==> src/rtl/sdram_pkg.sv <==
// Shared SDRAM controller definitions: command encodings, timing defaults,
// read-FSM state encoding and the {bank,row,col} address layout.
package sdram_pkg;

  // {CS_n, RAS_n, CAS_n, WE_n}
  localparam logic [3:0] CMD_NOP      = 4'b0111;
  localparam logic [3:0] CMD_ACTIVE   = 4'b0011;
  localparam logic [3:0] CMD_READ     = 4'b0101;
  localparam logic [3:0] CMD_B_STOP   = 4'b0110;
  localparam logic [3:0] CMD_P_CHARGE = 4'b0010;

  localparam int TRCD_CLK_DEF = 2;
  localparam int TRP_CLK_DEF  = 2;
  localparam int CL_CLK_DEF   = 3;

  localparam logic [1:0]  BA_IDLE      = 2'b11;
  localparam logic [12:0] ADDR_IDLE    = 13'h1fff;
  localparam logic [12:0] ADDR_PRE_ALL = 13'h0400;  // A10 high: precharge all banks

  typedef enum logic [2:0] {
    RD_IDLE,
    RD_ACTIVE,
    RD_TRCD,
    RD_READ,
    RD_DATA,
    RD_PRE,
    RD_TRP,
    RD_END
  } rd_state_e;

  typedef struct packed {
    logic [1:0]  bank;
    logic [12:0] row;
    logic [8:0]  col;
  } sdram_addr_t;

  // A zero-length request still returns one word.
  function automatic logic [9:0] eff_burst_len(input logic [9:0] len);
    return (len == 10'd0) ? 10'd1 : len;
  endfunction

  function automatic logic [12:0] col_to_addr(input logic [8:0] col);
    return {4'b0000, col};
  endfunction

endpackage

==> src/rtl/sdram_read.sv <==
// SDRAM full-page burst read: ACTIVE, READ, burst-stop, precharge-all.
// Define SDRAM_RD_DQ_REG_EN to add an input register on the DQ bus.
module sdram_read
  import sdram_pkg::*;
#(
  parameter int TRCD_CLK = TRCD_CLK_DEF,
  parameter int TRP_CLK  = TRP_CLK_DEF,
  parameter int CL_CLK   = CL_CLK_DEF
) (
  input  logic        sys_clk,
  input  logic        sys_rst,
  input  logic        init_end,
  input  logic        rd_en,
  input  logic [23:0] rd_addr,
  input  logic [9:0]  rd_burst_len,
  input  logic [15:0] rd_data_in,
  output logic        rd_ack,
  output logic        rd_end,
  output logic [3:0]  read_cmd,
  output logic [1:0]  read_ba,
  output logic [12:0] read_addr,
  output logic [15:0] rd_sdram_data
);

`ifdef SDRAM_RD_DQ_REG_EN
  localparam int CL_EFF = CL_CLK + 1;
`else
  localparam int CL_EFF = CL_CLK;
`endif

  localparam logic [9:0] TRCD_C = 10'(TRCD_CLK);
  localparam logic [9:0] TRP_C  = 10'(TRP_CLK);
  localparam logic [9:0] CL_C   = 10'(CL_EFF);

  rd_state_e   state_q, state_d;
  logic [9:0]  cnt_q, cnt_d;
  sdram_addr_t addr_q;
  logic [9:0]  len_q;
  logic [3:0]  read_cmd_q;
  logic [1:0]  read_ba_q;
  logic [12:0] read_addr_q;
  logic        rd_ack_q;
  logic [15:0] rd_data_q;
  logic [15:0] dq_src;
  logic [9:0]  data_last;
  logic        in_window;

  assign data_last = len_q + CL_C - 10'd1;
  assign in_window = (state_q == RD_DATA) && (cnt_q >= CL_C) && (cnt_q <= data_last);

`ifdef SDRAM_RD_DQ_REG_EN
  logic [15:0] dq_q;

  always_ff @(posedge sys_clk) begin
    if (sys_rst) dq_q <= 16'h0;
    else         dq_q <= rd_data_in;
  end

  assign dq_src = dq_q;
`else
  assign dq_src = rd_data_in;
`endif

  // NOTE: every always_comb output gets a default first so no path can infer a latch.
  always_comb begin
    state_d = state_q;
    unique case (state_q)
      RD_IDLE:   if (rd_en && init_end) state_d = RD_ACTIVE;
      RD_ACTIVE: state_d = RD_TRCD;
      RD_TRCD:   if (cnt_q == TRCD_C) state_d = RD_READ;
      RD_READ:   state_d = RD_DATA;
      RD_DATA:   if (cnt_q == data_last) state_d = RD_PRE;
      RD_PRE:    state_d = RD_TRP;
      RD_TRP:    if (cnt_q == TRP_C) state_d = RD_END;
      RD_END:    state_d = RD_IDLE;
      default:   state_d = RD_IDLE;
    endcase
  end

  // The counter restarts on every state change so each wait measures from its own entry.
  always_comb begin
    cnt_d = cnt_q + 10'd1;
    if (state_q == RD_IDLE || state_q == RD_READ || state_q == RD_END || state_d != state_q)
      cnt_d = 10'd0;
  end

  // NOTE: sequential state uses non-blocking assignments so every register
  // samples pre-edge values regardless of statement order.
  always_ff @(posedge sys_clk) begin
    if (sys_rst) begin
      state_q     <= RD_IDLE;
      cnt_q       <= 10'd0;
      addr_q      <= '0;
      len_q       <= 10'd1;
      read_cmd_q  <= CMD_NOP;
      read_ba_q   <= BA_IDLE;
      read_addr_q <= ADDR_IDLE;
      rd_ack_q    <= 1'b0;
      rd_data_q   <= 16'h0;
    end else begin
      state_q <= state_d;
      cnt_q   <= cnt_d;

      if (state_q == RD_IDLE && state_d == RD_ACTIVE) begin
        addr_q <= rd_addr;
        len_q  <= eff_burst_len(rd_burst_len);
      end

      read_cmd_q  <= CMD_NOP;
      read_ba_q   <= BA_IDLE;
      read_addr_q <= ADDR_IDLE;
      case (state_q)
        RD_ACTIVE: begin
          read_cmd_q  <= CMD_ACTIVE;
          read_ba_q   <= addr_q.bank;
          read_addr_q <= addr_q.row;
        end
        RD_READ: begin
          read_cmd_q  <= CMD_READ;
          read_ba_q   <= addr_q.bank;
          read_addr_q <= col_to_addr(addr_q.col);
        end
        RD_PRE: begin
          read_cmd_q  <= CMD_P_CHARGE;
          read_ba_q   <= addr_q.bank;
          read_addr_q <= ADDR_PRE_ALL;
        end
        RD_DATA: if (cnt_q == len_q - 10'd1) read_cmd_q <= CMD_B_STOP;
        default: ;
      endcase

      rd_ack_q  <= in_window;
      rd_data_q <= in_window ? dq_src : 16'h0;
    end
  end

  assign read_cmd      = read_cmd_q;
  assign read_ba       = read_ba_q;
  assign read_addr     = read_addr_q;
  assign rd_ack        = rd_ack_q;
  assign rd_sdram_data = rd_data_q;
  assign rd_end        = (state_q == RD_END);

endmodule

==> config.mk <==
export PLATFORM = sky130hd
export DESIGN_NAME = sdram_read
export DESIGN_NICKNAME = d
export VERILOG_FILES = /design/src/rtl/sdram_pkg.sv /design/src/rtl/sdram_read.sv
export SDC_FILE = /design/constraint.sdc
export NUM_CORES = 1
export LEC_CHECK = 0
export CAP_MARGIN = 20
export CORE_MARGIN = 5
export CORE_UTILIZATION = 51
export CTS_BUF_LIST = sky130_fd_sc_hd__clkbuf_4 sky130_fd_sc_hd__clkbuf_8
export CTS_CLUSTER_DIAMETER = 100
export DETAILED_ROUTE_END_ITERATION = 6
export PLACE_DENSITY = 0.82
export SYNTH_ARGS = -nofsm -noshare
export SYNTH_HDL_FRONTEND = slang
export SYNTH_SLANG_ARGS = --single-unit
==> constraint.sdc <==
create_clock -name sys_clk -period 3.7 [get_ports sys_clk]
set_clock_uncertainty 0.15 [all_clocks]
set_input_delay 0.74 -clock sys_clk [delete_from_list [all_inputs] [get_ports sys_clk]]
set_output_delay 0.74 -clock sys_clk [all_outputs]
set_load 0.005 [all_outputs]
==> metrics.yaml <==
sta:
  whs_ns: 0.299
  finalSetupViolations: 0
  min_period_ns: 3.06
  period_share_pct: 82.6
  fin_setup_tns_ns: 0
  maxSlewHeadroom_pct: 40.0
  tightest_slew_ns: 0.899
  max_freq_mhz: 327
  slew_viol_final: 0
  rsz0062_at_grt: "no"
  final-hold-violation-count: 0
critical_path:
  cp_max_fo: 17
  worstPathArrival_ns: 3.11
  worst-path-buf-inv: 0
  cp_slowest_cell: "nor2_2"
  crit_path_cell_trace: "nand3_1 > nor2_1 > nand3_1 > xor2_1 > ha_1 > nand4_2 > nor4_4 > nor2_2 > nor4b_1"
  cpMostUsedCell: "nand3_1"
  start_kind: "register"
  cp_top_family: "simple AND/OR/NAND/NOR gates"
  critPathRequiredTime_ns: 3.75
  critPathKind: "reg -> reg"
  cpPeakStageDelay_ns: 0.71
  end_kind: "register"
grt:
  grt_pass1_vias: 3120
  grt_usage_pct: 20.0
  grt_pass1_wl_mm: 14.3
  antenna_found_initial: 0
  grt_max_degree: 30
  overflow: 0
die:
  initial_utilization_pct: 51.6
  io-pin-count: 91
  core_area_sq_um: 7140
  die_h_um: 95.0
  row_count: 31
  die_x_um: 95.0
  die-area_sq_um: 9020
cells_and_area:
  fin_cells: 596
  area_delta_synth_final_pct: 31.5
  fin_area_sq_um: 4840
  diodes: 0
  nNetsFinal: 561
  drive_above_1_share_pct: 9.46
synthesis:
  synth.distinct_cells: 47
  synth_seq_cells: 82
  synth_seq_area_share_pct: 44.6
  ys_async_sr_fraction_pct: 0
  syn_area_sq_um: 3680
  synth_nets: 478
  yosysTopAreaCell: "dfxtp_1"
  ys_warn_count: 0
  avgSynthCellArea_sq_um: 9.01
  synthFlopType: "dfxtp_1"
  synthTopCellsByCount: "dfxtp_1, nand2_1, a21oi_1, nor2_1"
  synth_top_cells_by_area: "dfxtp_1, nand2_1, a21oi_1"
  synth_edf_count: 0
  synth_top_cell_area_share_pct: 44.6
  netlist_instances: 409
place:
  dp_hpwl_mm: 6.40
  dp.cells: 580
  placed_cell_area_sq_um: 4610
  gp_congestion: 0.856
  io_buffers: 89
route:
  routed_via_density: 5.32
  wirelength_mm: 8.83
  first_pass_iters: 4
  drtAntennaViolNets: 0
  drtIter0Drc: 167
  drc: 0
  wl_per_cell_um: 14.8
  vias: 3171
clock_network:
  cts.sinks: 82
  cts_buffer_depth: 2
  post_cts_buffers: 0
  holdBufCountCts: 0
  htreeDepth: 3
  clk_pin_slew_ns: 0.08
  cts_resized: 0
  cts-root-buf: "clkbuf_8"
  cts_tree: "done"
  clock_latency_ns: 0.35
  numCtsBuffers: 9
outcome:
  status: "finished clean"
power:
  power.total_mw: 1.97
  p_leak_nw: 1.79
  power.density_nw_per_um2: 407
  worst_ir_drop_vdd_v: 0.000241
min_path:
  hp-class: "reg -> reg"
flow_run:
  max_cap_violations: 0
power by group:
part           leakage (nW)  switching, mW  internal [mW]
Clock                 0.114          0.323          0.410
Combinational          1.01          0.139          0.142
Sequential            0.666         0.0332          0.921
Total                  1.79          0.495           1.47
cell usage in the layout (no fill, tap or decap), types with 11 or more instances in the layout:
cell,synthesis,routed
clkdlybuf4s50_1,0,89
nand2_1,82,82
dfxtp_1,82,82
a21oi_1,49,49
nor2_1,29,29
xor2_1,15,15
ha_1,15,15
xnor2_1,13,13
o21ai_1,11,11
worst reg2reg max path, cell delays in order, from the launching register on:
cell     delay [ns]
dfxtp_1        0.62
nand3_1        0.18
nor2_1         0.25
nand3_1        0.13
xor2_1         0.17
ha_1           0.31
nand4_2        0.16
nor4_4         0.07
nor2_2         0.71
nor4b_1        0.14
routing by layer:
layer,GRT usage [%],vias up,part of all wire (%)
li1,-,1554,-
met1,24.3,1516,43
met2,34.8,88,50
met3,4.94,13,5.4
met4,6.13,0,1.9
met5,0,-,0
state kept, by name, indices dropped and copies added, names as in the netlist:
name	count
addr_q	24
cnt_q	10
len_q	10
rd_ack	1
rd_sdram_data	16
read_addr	13
read_ba	2
read_cmd	3
state_q	3
area by class of cell:
class	count	area, sq um
flip-flops and latches	82	1640
multi-input cells	296	1880
clock inverters	5	85.1
inverters	7	26.3
clock buffers	11	145
well taps	99	124
repair buffers	96	943
fillers	592	2290
cell families (layout without fill, tap and decap cells):
group / count (synthesis) / count (layout) / share of synthesized area, %
adders and majority gates: 15 / 15 / 5.10
buffers and inverters: 31 / 119 / 4.48
AOI/OAI and AO/OA: 77 / 77 / 12.3
and+or+nand+nor: 175 / 175 / 26.8
xor gates and xnor gates: 28 / 28 / 6.66
other: 1 / 1 / 0.102
DFF: 82 / 82 / 44.6
per-stage QoR:
stage          utilization, %  setup WS (ns)
2_1_floorplan               -           1.12
3_3_place_gp             64.6          0.864
3_5_place_dp             64.6          0.742
4_1_cts                  67.8          0.679
5_1_grt                  67.8          0.423
6_report                 67.8          0.642
path summary, 6_finish.rpt:
kind         slack, ns  depth (start not counted)                to  startpoint
min reg2reg       0.30                          1        read_ba[1]  addr_q[23]
max reg2reg       0.64                          9  rd_sdram_data[2]    len_q[3]
max               0.64                          9  rd_sdram_data[2]    len_q[3]
min               0.30                          1        read_ba[1]  addr_q[23]
Note: power is estimated with default switching activity, not from simulation.
